### src/rtl/fft_peak_ctrl_if.sv
// fft_peak_ctrl_if: bin stream, magnitude-unit and peak-result signals of fft_peak_ctrl
interface fft_peak_ctrl_if #(
    parameter int W    = 16,
    parameter int N    = 1024,
    parameter int IDXW = $clog2(N)
);
    logic            start;
    logic            in_valid;
    logic            in_ready;
    logic [W-1:0]    in_real;
    logic [W-1:0]    in_imag;
    logic            mq_valid;
    logic [W-1:0]    mq_real;
    logic [W-1:0]    mq_imag;
    logic [2*W:0]    mq_mag;
    logic            mq_mag_valid;
    logic            peak_valid;
    logic            peak_ready;
    logic [IDXW-1:0] peak_bin;
    logic [2*W:0]    peak_mag;
    logic            busy;

    modport master (
        input  start, in_valid, in_real, in_imag, mq_mag, mq_mag_valid, peak_ready,
        output in_ready, mq_valid, mq_real, mq_imag, peak_valid, peak_bin, peak_mag, busy
    );
    modport slave (
        output start, in_valid, in_real, in_imag, mq_mag, mq_mag_valid, peak_ready,
        input  in_ready, mq_valid, mq_real, mq_imag, peak_valid, peak_bin, peak_mag, busy
    );
endinterface

### src/rtl/fft_peak_ctrl.sv
// fft_peak_ctrl: feeds one FFT frame to the 2-cycle magnitude unit and tracks the peak bin
module fft_peak_ctrl #(
    parameter int W    = 16,
    parameter int N    = 1024,
    parameter int IDXW = $clog2(N)
) (
    input logic               clk,
    input logic               reset,
    fft_peak_ctrl_if.master   bus
);
    typedef enum logic [1:0] {IDLE, RUN, DRAIN, DONE} state_t;
    localparam logic [IDXW-1:0] LAST = IDXW'(N - 1);

    state_t          state, state_nx;
    logic [IDXW-1:0] acc_cnt, ret_cnt;
    logic            accept, ret, update;

    assign accept = bus.in_ready && bus.in_valid;
    assign ret    = bus.mq_mag_valid && (state == RUN || state == DRAIN);
    // Returns arrive in bin order, so ret_cnt is the index; strict compare keeps the lower index on ties
    assign update = ret && (ret_cnt == '0 || bus.mq_mag > bus.peak_mag);

    always_ff @(posedge clk or posedge reset)
        if (reset) state <= IDLE;
        else       state <= state_nx;

    always_comb begin
        state_nx = (state == IDLE  && bus.start)                  ? RUN   :
                   (state == RUN   && accept && acc_cnt == LAST)  ? DRAIN :
                   (state == DRAIN && ret && ret_cnt == LAST)     ? DONE  :
                   (state == DONE  && bus.peak_ready)             ? IDLE  : state;
    end

    always_comb begin
        bus.in_ready   = state == RUN;
        bus.peak_valid = state == DONE;
        bus.busy       = state != IDLE;
    end

    always_ff @(posedge clk or posedge reset) begin
        if (reset) begin
            acc_cnt      <= '0;
            ret_cnt      <= '0;
            bus.mq_valid <= 1'b0;
            bus.mq_real  <= '0;
            bus.mq_imag  <= '0;
            bus.peak_bin <= '0;
            bus.peak_mag <= '0;
        end else begin
            bus.mq_valid <= accept;
            if (state == IDLE && bus.start) begin
                acc_cnt      <= '0;
                ret_cnt      <= '0;
                bus.peak_bin <= '0;
                bus.peak_mag <= '0;
            end
            if (accept) begin
                acc_cnt     <= acc_cnt + 1'b1;
                bus.mq_real <= bus.in_real;
                bus.mq_imag <= bus.in_imag;
            end
            if (ret) ret_cnt <= ret_cnt + 1'b1;
            if (update) begin
                bus.peak_bin <= ret_cnt;
                bus.peak_mag <= bus.mq_mag;
            end
        end
    end
endmodule
### src/flat_wrapper.sv
// flat-port wrapper written by rule: the top's interface ports become plain ports
module fft_peak_ctrl_flat 
#(
    parameter int W    = 16,
    parameter int N    = 1024,
    parameter int IDXW = $clog2(N)
)
  (clk, reset, bus_start, bus_in_valid, bus_in_real, bus_in_imag, bus_mq_mag, bus_mq_mag_valid, bus_peak_ready, bus_in_ready, bus_mq_valid, bus_mq_real, bus_mq_imag, bus_peak_valid, bus_peak_bin, bus_peak_mag, bus_busy);
  fft_peak_ctrl_if #(.W(W), .N(N), .IDXW(IDXW)) bus_i ();
  input logic clk;
  input logic reset;
  input wire logic [$bits(bus_i.start)-1:0] bus_start;
  input wire logic [$bits(bus_i.in_valid)-1:0] bus_in_valid;
  input wire logic [$bits(bus_i.in_real)-1:0] bus_in_real;
  input wire logic [$bits(bus_i.in_imag)-1:0] bus_in_imag;
  input wire logic [$bits(bus_i.mq_mag)-1:0] bus_mq_mag;
  input wire logic [$bits(bus_i.mq_mag_valid)-1:0] bus_mq_mag_valid;
  input wire logic [$bits(bus_i.peak_ready)-1:0] bus_peak_ready;
  output wire logic [$bits(bus_i.in_ready)-1:0] bus_in_ready;
  output wire logic [$bits(bus_i.mq_valid)-1:0] bus_mq_valid;
  output wire logic [$bits(bus_i.mq_real)-1:0] bus_mq_real;
  output wire logic [$bits(bus_i.mq_imag)-1:0] bus_mq_imag;
  output wire logic [$bits(bus_i.peak_valid)-1:0] bus_peak_valid;
  output wire logic [$bits(bus_i.peak_bin)-1:0] bus_peak_bin;
  output wire logic [$bits(bus_i.peak_mag)-1:0] bus_peak_mag;
  output wire logic [$bits(bus_i.busy)-1:0] bus_busy;
  assign bus_i.start = bus_start;
  assign bus_i.in_valid = bus_in_valid;
  assign bus_i.in_real = bus_in_real;
  assign bus_i.in_imag = bus_in_imag;
  assign bus_i.mq_mag = bus_mq_mag;
  assign bus_i.mq_mag_valid = bus_mq_mag_valid;
  assign bus_i.peak_ready = bus_peak_ready;
  assign bus_in_ready = bus_i.in_ready;
  assign bus_mq_valid = bus_i.mq_valid;
  assign bus_mq_real = bus_i.mq_real;
  assign bus_mq_imag = bus_i.mq_imag;
  assign bus_peak_valid = bus_i.peak_valid;
  assign bus_peak_bin = bus_i.peak_bin;
  assign bus_peak_mag = bus_i.peak_mag;
  assign bus_busy = bus_i.busy;
  fft_peak_ctrl #(.W(W), .N(N), .IDXW(IDXW)) u_core (.clk(clk), .reset(reset), .bus(bus_i));
endmodule
### config.mk
export PLATFORM = sky130hd
export DESIGN_NAME = fft_peak_ctrl_flat
export DESIGN_NICKNAME = d
export VERILOG_FILES = /design/src/rtl/fft_peak_ctrl_if.sv /design/src/rtl/fft_peak_ctrl.sv /design/src/flat_wrapper.sv
export SDC_FILE = /design/constraint.sdc
export NUM_CORES = 1
export LEC_CHECK = 0
export CORE_MARGIN = 2
export CORE_UTILIZATION = 40
export CTS_BUF_LIST = sky130_fd_sc_hd__clkbuf_4 sky130_fd_sc_hd__clkbuf_8
export DETAILED_ROUTE_END_ITERATION = 10
export HOLD_SLACK_MARGIN = 0.12
export PLACE_DENSITY = 0.71
export REMOVE_ABC_BUFFERS = 1
export SYNTH_ARGS = -nofsm -noshare
export SYNTH_HDL_FRONTEND = slang
export SYNTH_SLANG_ARGS = --single-unit
export TNS_END_PERCENT = 10
### constraint.sdc
create_clock -name clk -period 6.46 [get_ports clk]
set_input_delay 1.292 -clock clk [delete_from_list [all_inputs] [get_ports clk]]
set_output_delay 1.292 -clock clk [all_outputs]
set_load 0.1 [all_outputs]
==> flow_summary.toml <==
[clocking]
cts_tree = "done"
cts.sink_count = 98
root_buffer = "clkbuf_8"
cts_buffers = 9
clk_latency_ps = 370
cts_setup_buffers = 0
ctsHoldBuffers = 0
cts_max_path_buffers = 2
clk_pin_slew_ps = 80
htreeDepth = 3
post_cts_resize_count = 0

[timing]
slew_viol_final = 0
rsz0062_at_grt = "false"
hold_viol = 0
max_slew_margin_pct = 30.8
worst_pin_slew_ps = 1040
skew_ps = 11.2
finalSetupViolations = 0
fin_setup_tns_ps = 0
min_period_ps = 3590
fin_hold_ws_ps = 484
timing.final.crit_share_pct = 55.6
fmaxAchievable_mhz = 278

[layout]
syn2layout_area_growth_pct = 37.2
nNetsFinal = 721
layout_commonest_cell = "clkdlybuf4s50_1"
diodes = 0
nFillCells = 1061
drive_above_1_share_pct = 14.8
final_cell_mix = "clkdlybuf4s50_1 (149), dfrtp_1 (98), mux2_2 (61)"

[synth]
synth-seq-cells = 98
ys_seq_area_share_pct = 49.1
ys_types = 39
synth.cell_area_um2 = 5000
synthCells = 460
yosysWarnings = 0
synthArstFlopShare_pct = 100
synth_ff_type = "dfrtp_1"
synth_edf_count = 0
syn_avg_cell_area_um2 = 10.9

[critical_path]
reg2reg_slack_ps = 3880
cpPeakStageDelay_ps = 1140
critPathMaxFanout = 4
crit_top_cell = "inv_1"
path_cells = "inv_1, ha_1, inv_1, clkdlybuf4s50_1"
end_kind = "output port"
r2r_end = "u_core.bus.peak_mag[28]$_DFFE_PP0P_"
crit_path_start = "u_core.state[0]$_DFFE_PP0P_"
crit_slowest_cell = "clkdlybuf4s50_1"
arrival_ps = 2300
criticalPathCategory = "flip-flop to output port"
start_kind = "flip-flop"
crit_required_ps = 5170
r2r_cells = 8
r2r-start = "u_core.bus.peak_mag[28]$_DFFE_PP0P_"

[global_route]
grt_pass1_vias = 4129
grt_max_degree = 67
grt_pass1_wl_um = 19300
track_usage_pct = 18.2
antenna_found_initial = 0
grt_remaining_overflow = 0

[routing]
route.detailed.drc = 0
routedWlPerCell_um = 14.8
drt-vias-per-instance = 4.92
firstDrtPassIters = 4
drtIter0Drc = 144
routed-via-count = 3850
drtAntennaViolNets = 0
wirelength_um = 11600

[min_path]
min_to = "u_core.acc_cnt[9]$_DFFE_PP0P_"
hold_path.class = "flip-flop to flip-flop"
hp-start = "u_core.acc_cnt[9]$_DFFE_PP0P_"
whs_path_depth = 1

[die]
dieArea_um2 = 13400
die_w_um = 116
fp.dieH_um = 116
rows = 40
core_area_um2 = 12100
io_pins = 150
start_util_pct = 41.3

[power_and_ir_drop]
leakagePower_uw = 0.00303
ir_drop_mv = 0.194
powerDensity_nw_per_um2 = 502

[placement]
gp_congestion = 0.761
dp.final_hpwl_um = 8640
io_buffers = 149

[outcome]
run_status = "finished clean"

[job]
maxCapViolations = 0
## sequential cells by signal, summed over array words and instances (netlist names)
| register | flops |
|---|---|
| u_core.bus.mq_real | 16 |
| u_core.bus.peak_mag | 33 |
| u_core.bus.mq_imag | 16 |
| u_core.bus.peak_bin | 10 |
| u_core.ret_cnt | 10 |
| u_core.state | 2 |
| u_core.bus.mq_valid | 1 |
| u_core.acc_cnt | 10 |
## worst max-delay path by stage
stage,endpoint,cells after the start
finish,bus_busy,4
CTS,bus_busy,4
detailed placement,u_core.bus.peak_mag[27]$_DFFE_PP0P_,8
floorplan,u_core.bus.peak_mag[10]$_DFFE_PP0P_,7
global route,bus_busy,4
global placement,u_core.bus.peak_mag[12]$_DFFE_PP0P_,8
## metrics by stage
| stage | instance area (µm²) | instances | setup WS [ps] | power, µW | utilization [%] |
|---|---|---|---|---|---|
| finish | 6860 | 783 | 2870 | 3440 | 56.6 |
| detailed placement | 6650 | 767 | 2540 | 3040 | 54.9 |
| global placement | 6650 | 767 | 2620 | 3010 | 54.9 |
| CTS | 6860 | 783 | 2830 | 3470 | 56.6 |
| global route | 6860 | 783 | 2730 | 3630 | 56.6 |
| floorplan | 4910 | 446 | 2410 | 2540 | - |
## worst max-delay path: cells and delay by family (launching register included)
family | cells | cell delay [ps]
buffers and inverters | 3 | 1290
DFF | 1 | 410
adders and majority gates | 1 | 240
## cell usage after synthesis, types with 2 or more instances
cell | number | area share [%]
nor3_1 | 5 | 0.50
mux2i_1 | 13 | 2.6
a211oi_1 | 3 | 0.45
nor4_1 | 2 | 0.25
and4_1 | 2 | 0.35
a21oi_1 | 14 | 1.4
o21ai_0 | 25 | 2.5
nor2_1 | 42 | 3.2
nand4_1 | 12 | 1.5
ha_1 | 40 | 10
o31ai_1 | 2 | 0.30
or2_2 | 2 | 0.25
mux2_4 | 2 | 0.60
dfrtp_1 | 98 | 49
buf_1 | 3 | 0.23
nand2_1 | 40 | 3.0
buf_6 | 4 | 0.90
nand3_1 | 15 | 1.5
clkbuf_1 | 7 | 0.53
mux2_2 | 61 | 14
inv_1 | 48 | 3.6
o211ai_1 | 3 | 0.45
## where the power goes
part	switching [µW]	leakage (µW)	total, µW	internal (µW)
logic	1530	0.00171	2130	603
registers	110	0.00121	891	782
clock network	212	0.000110	417	205
total	1850	0.00303	3440	1590
## layout make-up
cell class                 count  area (µm²)  area share (%)
tap                          168         210            3.07
clock buffer                  12         159            2.32
multi-input combinational    299        2280            33.2
timing repair buffer         153        1520            22.2
inverter                      49         186            2.72
clock inverter                 4        48.8           0.712
sequential                    98        2450            35.8
## kinds of logic after synthesis
logic type	after synthesis	share of synthesized area [%]
buffers and inverters	63	5.33
adder cells (fa/ha/maj)	40	10.0
flip-flops	98	49.1
AND/OR/NAND/NOR	125	11.3
multiplexers	77	17.2
AO/OA/AOI/OAI	55	6.74
XOR/XNOR	2	0.351
## routing by layer
layer | track usage (%) | vias to the layer above | routed length [µm]
met5 | 0 | - | 0
met4 | 5.08 | 0 | 113
met3 | 6.69 | 10 | 1150
met2 | 30.1 | 138 | 5350
met1 | 22.5 | 1828 | 4990
li1 | - | 1874 | -
(Power assumes the default switching activity.)
